### config.mk
export PLATFORM = sky130hd
export DESIGN_NAME = bsc_ompss_tstamp_reader
export DESIGN_NICKNAME = d
export VERILOG_FILES = /design/src/rtl/bsc_ompss_tstamp_pkg.sv /design/src/rtl/bsc_ompss_tstamp_period.sv /design/src/rtl/bsc_ompss_tstamp_reader.sv
export SDC_FILE = /design/constraint.sdc
export NUM_CORES = 1
export LEC_CHECK = 0
export BUFFER_PORTS_ARGS = -buffer_cell sky130_fd_sc_hd__buf_2
export CORE_UTILIZATION = 44
export DETAILED_ROUTE_END_ITERATION = 8
export HOLD_SLACK_MARGIN = 0.15
export PLACE_DENSITY = 0.83
export SLEW_MARGIN = 15
export SYNTH_ARGS = -nofsm -noshare
export SYNTH_HDL_FRONTEND = slang
export SYNTH_SLANG_ARGS = --single-unit
### constraint.sdc
create_clock -name m_axi_aclk -period 2.4 [get_ports m_axi_aclk]
set_clock_uncertainty 0.05 [all_clocks]
set_input_delay 0.6 -clock m_axi_aclk [delete_from_list [all_inputs] [get_ports m_axi_aclk]]
set_output_delay 0.6 -clock m_axi_aclk [all_outputs]
set_load 0.005 [all_outputs]
### src/rtl/bsc_ompss_tstamp_pkg.sv
// Shared types and constants for the OmpSs timestamp reader: FSM states, counter word offsets, AXI response codes.
package bsc_ompss_tstamp_pkg;

  typedef enum logic [2:0] {
    IDLE,
    AR_LO,
    R_LO,
    AR_HI,
    R_HI,
    OUT
  } state_t;

  localparam logic [31:0] LO_OFFSET = 32'd0;
  localparam logic [31:0] HI_OFFSET = 32'd4;
  localparam logic [1:0]  RESP_OKAY = 2'b00;

endpackage

### src/rtl/bsc_ompss_tstamp_period.sv
// Auto-sample ticker: raises pending every C_PERIOD cycles and holds it until a sequence starts.
// Latency: pending one cycle after the counter reaches zero; no backpressure, extra ticks while pending are dropped.
module bsc_ompss_tstamp_period #(
  parameter int C_PERIOD = 1024
) (
  input  logic clk,
  input  logic rst,
  input  logic start,
  output logic pending
);

  localparam logic [15:0] RELOAD = 16'(C_PERIOD - 1);

  logic [15:0] cnt_q;
  logic        tick;

  assign tick = (cnt_q == 16'd0);

  always_ff @(posedge clk or posedge rst) begin
    if (rst) begin
      cnt_q   <= RELOAD;
      pending <= 1'b0;
    end else begin
      cnt_q <= tick ? RELOAD : cnt_q - 16'd1;
      // A start consumes the request even if a tick lands on the same cycle.
      if (start)
        pending <= 1'b0;
      else if (tick)
        pending <= 1'b1;
    end
  end

endmodule

### src/rtl/bsc_ompss_tstamp_reader.sv
// AXI4-Lite reader assembling a coherent 64-bit timestamp {hi, lo} (low word first); BSC_OMPSS_TSTAMP_PERIODIC_EN adds auto-sampling.
// Latency: tstamp_valid 7 cycles after request against a zero-wait slave; stalls in OUT while tstamp_ready is low.
module bsc_ompss_tstamp_reader
  import bsc_ompss_tstamp_pkg::*;
#(
  parameter int          C_M_AXI_ADDR_WIDTH = 3,
  parameter int          C_M_AXI_DATA_WIDTH = 32,
  parameter logic [31:0] C_COUNTER_BASE     = 32'h0,
  parameter int          C_PERIOD           = 1024
) (
  input  logic                            m_axi_aclk,
  input  logic                            m_axi_areset,
  input  logic                            req_valid,
  output logic                            req_ready,
  output logic [2*C_M_AXI_DATA_WIDTH-1:0] tstamp_data,
  output logic                            tstamp_err,
  output logic                            tstamp_valid,
  input  logic                            tstamp_ready,
  output logic [C_M_AXI_ADDR_WIDTH-1:0]   m_axi_araddr,
  output logic                            m_axi_arvalid,
  input  logic                            m_axi_arready,
  input  logic [C_M_AXI_DATA_WIDTH-1:0]   m_axi_rdata,
  input  logic [1:0]                      m_axi_rresp,
  input  logic                            m_axi_rvalid,
  output logic                            m_axi_rready
);

  localparam logic [C_M_AXI_ADDR_WIDTH-1:0] LO_ADDR = C_M_AXI_ADDR_WIDTH'(C_COUNTER_BASE + LO_OFFSET);
  localparam logic [C_M_AXI_ADDR_WIDTH-1:0] HI_ADDR = C_M_AXI_ADDR_WIDTH'(C_COUNTER_BASE + HI_OFFSET);

  state_t                          state, state_nxt;
  logic [C_M_AXI_DATA_WIDTH-1:0]   lo_q, hi_q;
  logic                            err_q;
  logic                            pending;
  logic                            start;

  // Held low during reset so nothing is accepted before the slave is also out of reset.
  assign req_ready = (state == IDLE) && !m_axi_areset;
  assign start     = req_ready && (req_valid || pending);

`ifdef BSC_OMPSS_TSTAMP_PERIODIC_EN
  bsc_ompss_tstamp_period #(
    .C_PERIOD (C_PERIOD)
  ) u_period (
    .clk     (m_axi_aclk),
    .rst     (m_axi_areset),
    .start   (start),
    .pending (pending)
  );
`else
  logic unused_period;
  assign unused_period = |C_PERIOD;
  assign pending       = 1'b0;
`endif

  always_ff @(posedge m_axi_aclk or posedge m_axi_areset) begin
    if (m_axi_areset)
      state <= IDLE;
    else
      state <= state_nxt;
  end

  always_comb begin
    state_nxt     = state;
    m_axi_arvalid = 1'b0;
    m_axi_araddr  = '0;
    m_axi_rready  = 1'b0;
    tstamp_valid  = 1'b0;
    case (state)
      IDLE:  if (start) state_nxt = AR_LO;
      AR_LO: begin
        m_axi_arvalid = 1'b1;
        m_axi_araddr  = LO_ADDR;
        if (m_axi_arready) state_nxt = R_LO;
      end
      R_LO: begin
        m_axi_rready = 1'b1;
        if (m_axi_rvalid) state_nxt = AR_HI;
      end
      AR_HI: begin
        m_axi_arvalid = 1'b1;
        m_axi_araddr  = HI_ADDR;
        if (m_axi_arready) state_nxt = R_HI;
      end
      R_HI: begin
        m_axi_rready = 1'b1;
        if (m_axi_rvalid) state_nxt = OUT;
      end
      OUT: begin
        tstamp_valid = 1'b1;
        if (tstamp_ready) state_nxt = IDLE;
      end
      default: state_nxt = IDLE;
    endcase
  end

  // An error response only marks the result; both beats always complete.
  always_ff @(posedge m_axi_aclk or posedge m_axi_areset) begin
    if (m_axi_areset) begin
      lo_q  <= '0;
      hi_q  <= '0;
      err_q <= 1'b0;
    end else begin
      if (state == R_LO && m_axi_rvalid) begin
        lo_q  <= m_axi_rdata;
        err_q <= err_q | (m_axi_rresp != RESP_OKAY);
      end
      if (state == R_HI && m_axi_rvalid) begin
        hi_q  <= m_axi_rdata;
        err_q <= err_q | (m_axi_rresp != RESP_OKAY);
      end
      if (state == OUT && tstamp_ready)
        err_q <= 1'b0;
    end
  end

  assign tstamp_data = {hi_q, lo_q};
  assign tstamp_err  = err_q;

endmodule

==> results_tabular.tex <==
\begin{tabular}{lr}
\hline
Metric & Value \\
\hline
\multicolumn{2}{l}{\textbf{Status}} \\
Result of the run & finished with violations \\
Failing checks & design-rule violations \\
\multicolumn{2}{l}{\textbf{Power and ir drop}} \\
Maximum ir drop on the vdd rail & 0.000582 V \\
Overall power & 5.17 mW \\
P\_leak & 1.94 nW \\
Pwr/cell area & 1370 nW/um\^{}2 \\
\multicolumn{2}{l}{\textbf{Finish}} \\
Synth-to-layout area growth & 26.1\% \\
Share of final-layout standard cells stronger than drive strength 1 & 0.690 \\
Number of antenna cells inserted & 0 \\
Final core utilization & 0.583 \\
Net count, final & 325 \\
Summed area of non-filler cells in the final layout & 3770 um\^{}2 \\
Number of cells in the finished layout apart from fillers & 367 \\
\multicolumn{2}{l}{\textbf{STA}} \\
Share of the cycle needed by the critical path after routing & 0.819 \\
Unrepaired setup endpoints after global routing & false \\
Worst-case hold slack & 0.341 ns \\
Final Hold Vio Count & 0 \\
Final Max Tran Viols & 0 \\
Highest clock rate & 509 MHz \\
Post-route minimum period & 1.97 ns \\
Final count of negative-setup-slack endpoints & 0 \\
Worst setup slack after layout & 0.434 ns \\
Setup TNS after final layout & 0 ns \\
\multicolumn{2}{l}{\textbf{Placed design}} \\
Post-place setup slack & 0.588 ns \\
Number of port buffers & 109 \\
DP Cell Count & 351 \\
Last weighted congestion value of the routability-driven placer & 0.680 \\
Placed instance area & 3510 um\^{}2 \\
HPWL reported at the end of detailed placement & 3960 um \\
\multicolumn{2}{l}{\textbf{Die}} \\
Starting Density & 0.463 \\
Overall die width & 84.4 um \\
Std-Cell Rows & 29 \\
Die boundary height & 84.4 um \\
DIE AREA & 7130 um\^{}2 \\
Placeable core region & 6460 um\^{}2 \\
I/O pin total & 112 \\
\multicolumn{2}{l}{\textbf{Clock tree}} \\
Number of setup buffers added after CTS & 0 \\
Root buffer cell & clkbuf\_8 \\
Post-CTS clock slew at the launch and capture registers of the worst setup and hold paths & 0.07 ns \\
Source-to-sink clock delay at the later pin of the worst-skew pair & 0.33 ns \\
Number of levels in the clock H-tree & 3 \\
Clock buffers created by TritonCTS & 9 \\
Post-CTS resize count & 0 \\
Clock tree from TritonCTS & yes \\
TritonCTS sink count & 68 \\
Hold bufs inserted after CTS & 0 \\
Maximum buffer depth of the clock tree & 2 \\
\multicolumn{2}{l}{\textbf{Routing}} \\
Number of search-and-repair iterations in the first detailed-routing pass & 6 \\
Sum of routed wire length over all layers & 5580 um \\
Via-to-Cell Ratio & 4.87 \\
Initial drt markers & 37 \\
DRC violation count after routing & 7 \\
Wire length per cell after detailed routing & 15.2 um \\
Antenna Nets Post-Route & 0 \\
Via count & 1788 \\
\multicolumn{2}{l}{\textbf{Global route}} \\
Pin count of the biggest net entering global routing & 35 \\
Wire length of the first global-routing pass & 8980 um \\
Aggregate global-route resource usage & 0.163 \\
Total congestion overflow & 0 \\
Via count of the first global-routing pass & 1803 \\
Initial antenna violation count & 0 \\
\multicolumn{2}{l}{\textbf{Synthesis}} \\
Post-synth design cell area & 2990 um\^{}2 \\
Number of synthesis warnings & 0 \\
Synth Area per Inst & 17.5 um\^{}2 \\
Share of async-settable or async-resettable flops after synthesis & 1.00 \\
Post-synthesis instance total & 171 \\
Synthesized flop and latch total & 68 \\
Number of synthesized flops with an enable pin & 0 \\
Prevailing post-synth register cell & dfrtp\_1 \\
Sequential element share of the synthesized area & 0.569 \\
Count of distinct cell types in the synthesized netlist & 25 \\
\multicolumn{2}{l}{\textbf{Critical path}} \\
Worst EP required & 1.75 ns \\
Type of origin of the critical path & flop \\
Critical path peak fanout & 9 \\
CP Capture Type & output port \\
Category of the critical setup timing path & flop to output port \\
Count of cells along the worst register-to-register path & 3 \\
Data arrival, critical path & 1.32 ns \\
\multicolumn{2}{l}{\textbf{Worst hold path}} \\
HP Class & input pin to async pin \\
\multicolumn{2}{l}{\textbf{Run}} \\
Max-Cap Viols & 0 \\
\hline
\end{tabular}
metal layers:
layer	up-vias	part of all wire	track usage
li1	822	-	-
met1	874	0.46	0.220
met2	81	0.46	0.253
met3	11	0.061	0.0374
met4	0	0.019	0.0740
met5	-	0	0
power by group:
part           total, mW  switching (mW)  internal, mW
registers           2.08           0.370          1.71
clock network       1.17           0.421         0.751
logic               1.92           0.638          1.29
total               5.17            1.43          3.75
placed cells by master (no fill, tap or decap), drive strengths merged:
cell,Yosys,layout
a211o,1,1
a211oi,1,1
a21oi,1,1
a221o,1,1
a32o,1,1
and2,1,1
and3b,1,1
and4bb,2,2
buf,13,115
bufinv,0,3
clkbuf,0,11
clkinvlp,0,1
conb,1,2
dfrtp,68,68
inv,2,3
mux2,64,64
nand2,2,2
nand2b,1,1
nor2,3,3
nor2b,3,3
nor3,2,2
nor4,1,1
xnor2,2,2
critical path: stages (launching register included):
cell	delay, ns
dfrtp_1	0.49
nor2b_1	0.22
and2_1	0.17
buf_2	0.11
cell type report:
cell class / count / area (um^2)
Fill cell: 523 / 2690
Sequential cell: 68 / 1700
Multi-Input combinational cell: 89 / 1110
Timing Repair Buffer: 115 / 591
Clock buffer: 11 / 151
Clock inverter: 5 / 106
Tap cell: 77 / 96.3
Inverter: 2 / 7.51
kinds of logic (layout without fill, tap and decap cells):
family / count (synthesis) / count (layout) / share of synthesized area
flip-flops: 68 / 68 / 0.569
multiplexers: 64 / 64 / 0.314
AND/OR/NAND/NOR: 16 / 16 / 0.0352
buffers and inverters: 15 / 133 / 0.0590
AO/OA/AOI/OAI: 5 / 5 / 0.0155
XOR/XNOR: 2 / 2 / 0.00586
other: 1 / 2 / 0.00125
state kept, by name, indices dropped and copies added, names as in the netlist:
name	flops
hi_q	32
state	3
lo_q	32
tstamp_err	1
synthesized netlist by cell type (2+ instances only):
| cell type | number | area, um^2 |
|---|---|---|
| dfrtp_1 | 68 | 1700 |
| and4bb_1 | 2 | 25.0 |
| buf_6 | 3 | 33.8 |
| mux2_2 | 6 | 67.6 |
| buf_4 | 4 | 30.0 |
| mux2_4 | 58 | 871 |
| nor2b_1 | 3 | 18.8 |
| nand2_1 | 2 | 7.51 |
| buf_8 | 3 | 45.0 |
| xnor2_1 | 2 | 17.5 |
| buf_12 | 3 | 60.1 |
| inv_1 | 2 | 7.51 |
| nor2_1 | 3 | 11.3 |
worst paths after layout:
path | slack [ns] | from | endpoint
setup / recovery | 0.43 | state[0] | m_axi_araddr[2]
max in group asynchronous | 1.65 | m_axi_areset | hi_q[19]
hold / removal | 0.34 | m_axi_areset | hi_q[30]
min in group m_axi_aclk | 0.43 | tstamp_ready | tstamp_err
setup reg to reg | 0.72 | state[2] | lo_q[28]
hold reg to reg | 0.46 | lo_q[25] | lo_q[25]
Power figures use the tool's default switching activity.
